**src/rtl/cache_ctrl_pkg.sv**
```systemverilog
// Shared types and constants for the data-cache front end.
// Holds the FSM state encoding and the address/data geometry.
package cache_ctrl_pkg;

  localparam logic [31:0] BASE_ADDR = 32'd1024;
  localparam int          ADDR_W    = 18;
  localparam int          DATA_W    = 32;

  typedef enum logic [1:0] {
    IDLE    = 2'd0,
    RD_MISS = 2'd1,
    FILL    = 2'd2,
    WR_THRU = 2'd3
  } state_t;

endpackage

```
**src/rtl/cache_controller_sat_counter.sv**
```systemverilog
// Saturating event counter: counts inc pulses, sticks at all-ones.
module sat_counter #(
  parameter int CNT_W = 16
) (
  input  logic             clk,
  input  logic             rst,
  input  logic             inc,
  output logic [CNT_W-1:0] count
);

  logic [CNT_W-1:0] count_reg;

  always_ff @(posedge clk) begin
    if (rst) begin
      count_reg <= '0;
    end else if (inc && (count_reg != '1)) begin
      count_reg <= count_reg + 1'b1;
    end
  end

  assign count = count_reg;

endmodule

```
**src/rtl/cache_controller.sv**
```systemverilog
// Pipeline-side controller for the 2-way data cache: same-cycle read hits,
// SRAM fill on read miss, write-through stores that invalidate on hit.
module cache_controller #(
  parameter logic [31:0] BASE_ADDR = cache_ctrl_pkg::BASE_ADDR,
  parameter int          CNT_W     = 16
) (
  input  logic                              clk,
  input  logic                              rst,
  input  logic                              mem_rd_en,
  input  logic                              mem_wr_en,
  input  logic [31:0]                       mem_addr,
  input  logic [cache_ctrl_pkg::DATA_W-1:0] mem_wdata,
  output logic [cache_ctrl_pkg::DATA_W-1:0] mem_rdata,
  output logic                              ready,
  output logic [cache_ctrl_pkg::ADDR_W-1:0] cache_address,
  output logic [cache_ctrl_pkg::DATA_W-1:0] cache_data_in,
  output logic                              cache_wr_en,
  output logic                              cache_rd_en,
  output logic                              cache_inv,
  input  logic                              cache_hit,
  input  logic [cache_ctrl_pkg::DATA_W-1:0] cache_data_out,
  output logic [cache_ctrl_pkg::ADDR_W-1:0] sram_addr,
  output logic [cache_ctrl_pkg::DATA_W-1:0] sram_wdata,
  output logic                              sram_rd_en,
  output logic                              sram_wr_en,
  input  logic [cache_ctrl_pkg::DATA_W-1:0] sram_rdata,
  input  logic                              sram_ready,
  output logic [CNT_W-1:0]                  hit_count,
  output logic [CNT_W-1:0]                  miss_count
);

  import cache_ctrl_pkg::*;

  state_t              state_reg;
  logic [DATA_W-1:0]   fill_reg;
  logic [31:0]         offset;
  logic                unused_offset_bits;
  logic                rd_access;
  logic                hit_inc;
  logic                miss_inc;

  // Only the low address bits reach the cache/SRAM; the rest must be zero.
  assign offset             = mem_addr - BASE_ADDR;
  assign cache_address      = offset[ADDR_W-1:0];
  assign sram_addr          = offset[ADDR_W-1:0];
  assign unused_offset_bits = ^offset[31:ADDR_W];

  assign cache_data_in = fill_reg;
  assign sram_wdata    = mem_wdata;

  // A store in the same cycle as a load wins, so the load is not counted.
  assign rd_access = (state_reg == IDLE) && mem_rd_en && !mem_wr_en;
  assign hit_inc   = rd_access && cache_hit;
  assign miss_inc  = rd_access && !cache_hit;

  always_ff @(posedge clk) begin
    if (rst) begin
      state_reg <= IDLE;
      fill_reg  <= '0;
    end else begin
      case (state_reg)
        IDLE: begin
          if (mem_wr_en) begin
            state_reg <= WR_THRU;
          end else if (mem_rd_en && !cache_hit) begin
            state_reg <= RD_MISS;
          end
        end
        RD_MISS: begin
          if (sram_ready) begin
            fill_reg  <= sram_rdata;
            state_reg <= FILL;
          end
        end
        FILL: begin
          state_reg <= IDLE;
        end
        WR_THRU: begin
          if (sram_ready) begin
            state_reg <= IDLE;
          end
        end
        default: begin
          state_reg <= IDLE;
        end
      endcase
    end
  end

  always_comb begin
    ready       = 1'b1;
    mem_rdata   = '0;
    cache_wr_en = 1'b0;
    cache_rd_en = 1'b0;
    cache_inv   = 1'b0;
    sram_rd_en  = 1'b0;
    sram_wr_en  = 1'b0;
    case (state_reg)
      IDLE: begin
        if (mem_wr_en) begin
          ready     = 1'b0;
          cache_inv = cache_hit;
        end else if (mem_rd_en) begin
          if (cache_hit) begin
            mem_rdata   = cache_data_out;
            cache_rd_en = 1'b1;
          end else begin
            ready = 1'b0;
          end
        end
      end
      RD_MISS: begin
        sram_rd_en = 1'b1;
        ready      = 1'b0;
      end
      FILL: begin
        cache_wr_en = 1'b1;
        mem_rdata   = fill_reg;
      end
      WR_THRU: begin
        sram_wr_en = 1'b1;
        ready      = sram_ready;
      end
      default: begin
        ready = 1'b1;
      end
    endcase
  end

  sat_counter #(.CNT_W(CNT_W)) u_hit_counter (
    .clk   (clk),
    .rst   (rst),
    .inc   (hit_inc),
    .count (hit_count)
  );

  sat_counter #(.CNT_W(CNT_W)) u_miss_counter (
    .clk   (clk),
    .rst   (rst),
    .inc   (miss_inc),
    .count (miss_count)
  );

endmodule
```
**config.mk**
```make
export PLATFORM = sky130hd
export DESIGN_NAME = cache_controller
export DESIGN_NICKNAME = d
export VERILOG_FILES = /design/src/rtl/cache_ctrl_pkg.sv /design/src/rtl/cache_controller_sat_counter.sv /design/src/rtl/cache_controller.sv
export SDC_FILE = /design/constraint.sdc
export NUM_CORES = 1
export LEC_CHECK = 0
export ABC_AREA = 1
export ABC_CLOCK_PERIOD_IN_PS = 1300
export CAP_MARGIN = 30
export CORE_MARGIN = 8
export CORE_UTILIZATION = 31
export DETAILED_ROUTE_END_ITERATION = 10
export PLACE_DENSITY = 0.75
export SKIP_CTS_REPAIR_TIMING = 1
export SLEW_MARGIN = 20
export SYNTH_ARGS = -nofsm -noshare
export SYNTH_HDL_FRONTEND = slang
export SYNTH_SLANG_ARGS = --single-unit
```
**constraint.sdc**
```tcl
create_clock -name clk -period 1.3 [get_ports clk]
set_input_delay 0.195 -clock clk [delete_from_list [all_inputs] [get_ports clk]]
set_output_delay 0.195 -clock clk [all_outputs]
set_load 0.01 [all_outputs]
```
==> metrics.log <==
INFO  metric run_status = finished, violations left
INFO  metric failing_checks = negative setup slack
INFO  metric start_kind = register
INFO  metric port_buffers = approximately 200
INFO  metric synth.ff_latch_count = 66
INFO  metric clock_tree.buffer_depth = 2
INFO  metric drt-pass1-iter-count = 5
INFO  metric final_common_cell = sky130_fd_sc_hd__nand2_1
INFO  metric fin_hold_ws = 0.3900 ns
INFO  metric netlist_area = around 0.004 mm²
INFO  metric share_comb_of_total_power = 0.314
INFO  metric internal_power = around 4.5 mW
INFO  metric p_leak = 4.403 nW
INFO  metric holdCritStartpoint = mem_wdata[22]
INFO  metric worstReg2RegEnd = u_miss_counter.count[15]
INFO  metric detail_route.drc_violations = 0
INFO  metric grt_max_degree = 46
INFO  metric pwr-share-clk = 0.347
INFO  metric holdCritPathClass = input pin to primary output
INFO  metric fp.dieW = 131.2 µm
INFO  metric hold_path_depth = 0
INFO  metric slew-limit-headroom = 0.8025
INFO  metric worstPathMaxFanout = 8
INFO  metric fp-row-count = 42
INFO  metric placeableCoreArea = 0.01309 mm²
INFO  metric largest_register_ffs = 32
INFO  metric viasPerCell = 4.749
INFO  metric fin_crit = approximately 1.7 ns
INFO  metric fp.dieArea = 0.01722 mm²
INFO  metric clkLatencyLatePin = 0.33 ns
INFO  metric highest_attainable_clock_frequency = 603.3 MHz
INFO  metric timing.rr.start = state_reg[0]
INFO  metric period_share = 1.275
INFO  metric dpl_worst_slack = -0.8713 ns
INFO  metric grt_overflow = 0
INFO  metric post-route-worst-setup-slack = -0.3575 ns
INFO  metric yosysSeqAreaShare = 0.3210
INFO  metric worst_ep_required_time = between 1 and 1.5 ns
INFO  metric cts-root-buf = sky130_fd_sc_hd__clkbuf_16
INFO  metric max_cap_viol_count = 0
INFO  metric synth_async_sr_flop_share = 0
INFO  metric postPlaceCellArea = 0.006715 mm²
INFO  metric synth.yosys.warnings = 0
INFO  metric total_global_route_track_usage = 0.1723
INFO  metric layout-area-overhead-vs-synth = 91.43%
INFO  metric cts-htree-levels = 3
INFO  metric first_global_vias = 4851
INFO  metric post_synth_main_area_contributors = sky130_fd_sc_hd__dfxtp_1 32%, sky130_fd_sc_hd__nand2_1 12%, sky130_fd_sc_hd__buf_4 11%
INFO  metric synth-edff-count = 0
INFO  metric final_cell_mix = 110 x sky130_fd_sc_hd__nand2_1, 93 x sky130_fd_sc_hd__buf_4, 80 x sky130_fd_sc_hd__dlymetal6s2s_1, 69 x sky130_fd_sc_hd__clkdlybuf4s50_1, 65 x sky130_fd_sc_hd__nor2_1
INFO  metric clock_sinks = between 60 and 70
INFO  metric drive_above_1_share = 0.4002
INFO  metric vdd.ir_drop.worst = 0.0005120 V
INFO  metric diodes = 0
INFO  metric final-max-slew-violation-count = 0
INFO  metric timing_worst_setup_path_type = register to primary output
INFO  metric dp_hpwl = around 12000 µm
INFO  metric final.fill_count = ~1100
INFO  metric number_of_antenna_violations_at_the_first_check_in_global_routing = 1
INFO  metric postLayoutCellArea = 0.007880 mm²
INFO  metric hold-path-endpoint = sram_wdata[22]
INFO  metric timing.critical_path.to_type = primary output
INFO  metric timing.reg2reg.setup_slack = -0.20 ns
INFO  metric vias = between 5000 and 6000
INFO  metric power.share.switching = 0.3114
INFO  metric synth.net_count = approximately 800
INFO  metric seq_power_share = 0.339
INFO  metric yosysUniqueCellTypes = 29
INFO  metric setup_tns = -15.89 ns
INFO  metric fin_util = 0.6022
INFO  metric routed_wirelength = 17680 µm
INFO  metric post_drt_wl_per_cell = 16.63 µm
INFO  metric floorplan.die.height = 131.2 µm
INFO  metric pwr_density_cell = 838.4 mW/mm²
INFO  metric syn-mean-instance-area = between 6 and 7 µm²
INFO  metric start_util = 0.3146
INFO  metric clk_transition_reported_paths = 0.06 ns
INFO  metric syn_inst = 640
INFO  metric cp.arrival = about 1.5 ns
INFO  metric worst_pin_slew = between 0.2 and 0.3 ns
INFO  metric finish.net_count = approximately 1000
INFO  metric ant_nets = 0
INFO  metric cts_inserted_buffers = 9
INFO  metric timing.clock.skew = 0.006198 ns
INFO  metric worstRegToRegCells = 8
INFO  metric gp_congestion = 0.8253
INFO  metric total_switching_power = 2.057 mW
INFO  metric finish_stage_setup_viols = 92
INFO  metric yosys.area.top_type_share = 0.3210
INFO  metric synth-main-ff-cell = sky130_fd_sc_hd__dfxtp_1
INFO  metric grt_pass1_wl = 24380 µm
INFO  metric drt_first_iter_violations = 236
INFO  metric total_i_o_pin_count = 304
INFO  metric synth_top_area_cell = sky130_fd_sc_hd__dfxtp_1
INFO  metric grt_setup_unrepaired = true
INFO  metric hold_violations = 0
INFO  metric tritoncts_clock_tree = yes
-- cells in the mapped netlist (5+ instances only) --
library cell               count
sky130_fd_sc_hd__nand3_1      31
sky130_fd_sc_hd__nand4_1       5
sky130_fd_sc_hd__a21oi_1      56
sky130_fd_sc_hd__o21ai_0      60
sky130_fd_sc_hd__xor2_1        5
sky130_fd_sc_hd__buf_4        63
sky130_fd_sc_hd__clkbuf_1      7
sky130_fd_sc_hd__nor2_2       10
sky130_fd_sc_hd__o21ai_1      12
sky130_fd_sc_hd__nand2_1     134
sky130_fd_sc_hd__inv_1        66
sky130_fd_sc_hd__nor2_1       89
sky130_fd_sc_hd__buf_2         8
sky130_fd_sc_hd__dfxtp_1      66
-- per-layer routing --
layer	GRT usage	vias up	wire, µm
li1	-	2470	-
met1	0.1727	2344	6460
met2	0.3032	193	9153
met3	0.08803	39	1710
met4	0.05552	2	341
met5	0	-	13
-- critical path: stages (launching register included) --
cell and delay, ns:
sky130_fd_sc_hd__dfxtp_4 0.37, sky130_fd_sc_hd__nor2_4 0.13, sky130_fd_sc_hd__nand2_2 0.09, sky130_fd_sc_hd__clkinv_4 0.11, sky130_fd_sc_hd__clkbuf_16 0.17, sky130_fd_sc_hd__nand2_1 0.06
sky130_fd_sc_hd__o21ai_2 0.06, sky130_fd_sc_hd__buf_2 0.15
-- power by group through the flow --
stage | logic (mW) | registers [mW] | clock network, mW
2_1_floorplan | 0.797 | 2.33 | 0
3_3_place_gp | 1.76 | 2.27 | 0
3_5_place_dp | 1.77 | 2.27 | 0
4_1_cts | 1.78 | 2.23 | 2.35
5_1_grt | 2.23 | 2.26 | 2.45
6_report | 2.07 | 2.24 | 2.29
-- final cells by class --
class                   instances  area [µm²]  area share
repair buffers                313        3085      0.3916
multi-input cells             423        2663      0.3379
flip-flops and latches         66        1354      0.1718
inverters                      69       276.5     0.03509
clock buffers                  10       239.0     0.03033
well taps                     176       220.2     0.02795
clock inverters                 6       42.54    0.005399
-- cell families after synthesis --
| logic type | share of synthesized area |
|---|---|
| AND/OR/NAND/NOR | 0.2906 |
| XOR/XNOR | 0.01702 |
| adder cells (fa/ha/maj) | 0.009120 |
| flip-flops | 0.3210 |
| AO/OA/AOI/OAI | 0.1578 |
| buffers and inverters | 0.2046 |
-- worst max path at each step --
stage,startpoint,endpoint,slack (ns),cells past startpoint
5_1_grt,state_reg[0],mem_rdata[10],-0.45,7
2_1_floorplan,mem_addr[10],sram_addr[16],-0.03,6
6_report,state_reg[0],mem_rdata[10],-0.36,7
3_3_place_gp,mem_addr[13],cache_address[17],-0.85,6
4_1_cts,mem_addr[13],cache_address[17],-0.88,6
3_5_place_dp,mem_addr[13],cache_address[17],-0.87,6
-- stage by stage --
| stage | cells | power (mW) |
|---|---|---|
| CTS | 1046 | 6.365 |
| finish | 1063 | 6.606 |
| floorplan | 640 | 3.127 |
| detailed placement | 1030 | 4.041 |
| global placement | 1030 | 4.032 |
| global route | 1063 | 6.938 |
No activity file was read; power rests on OpenSTA's default activity.
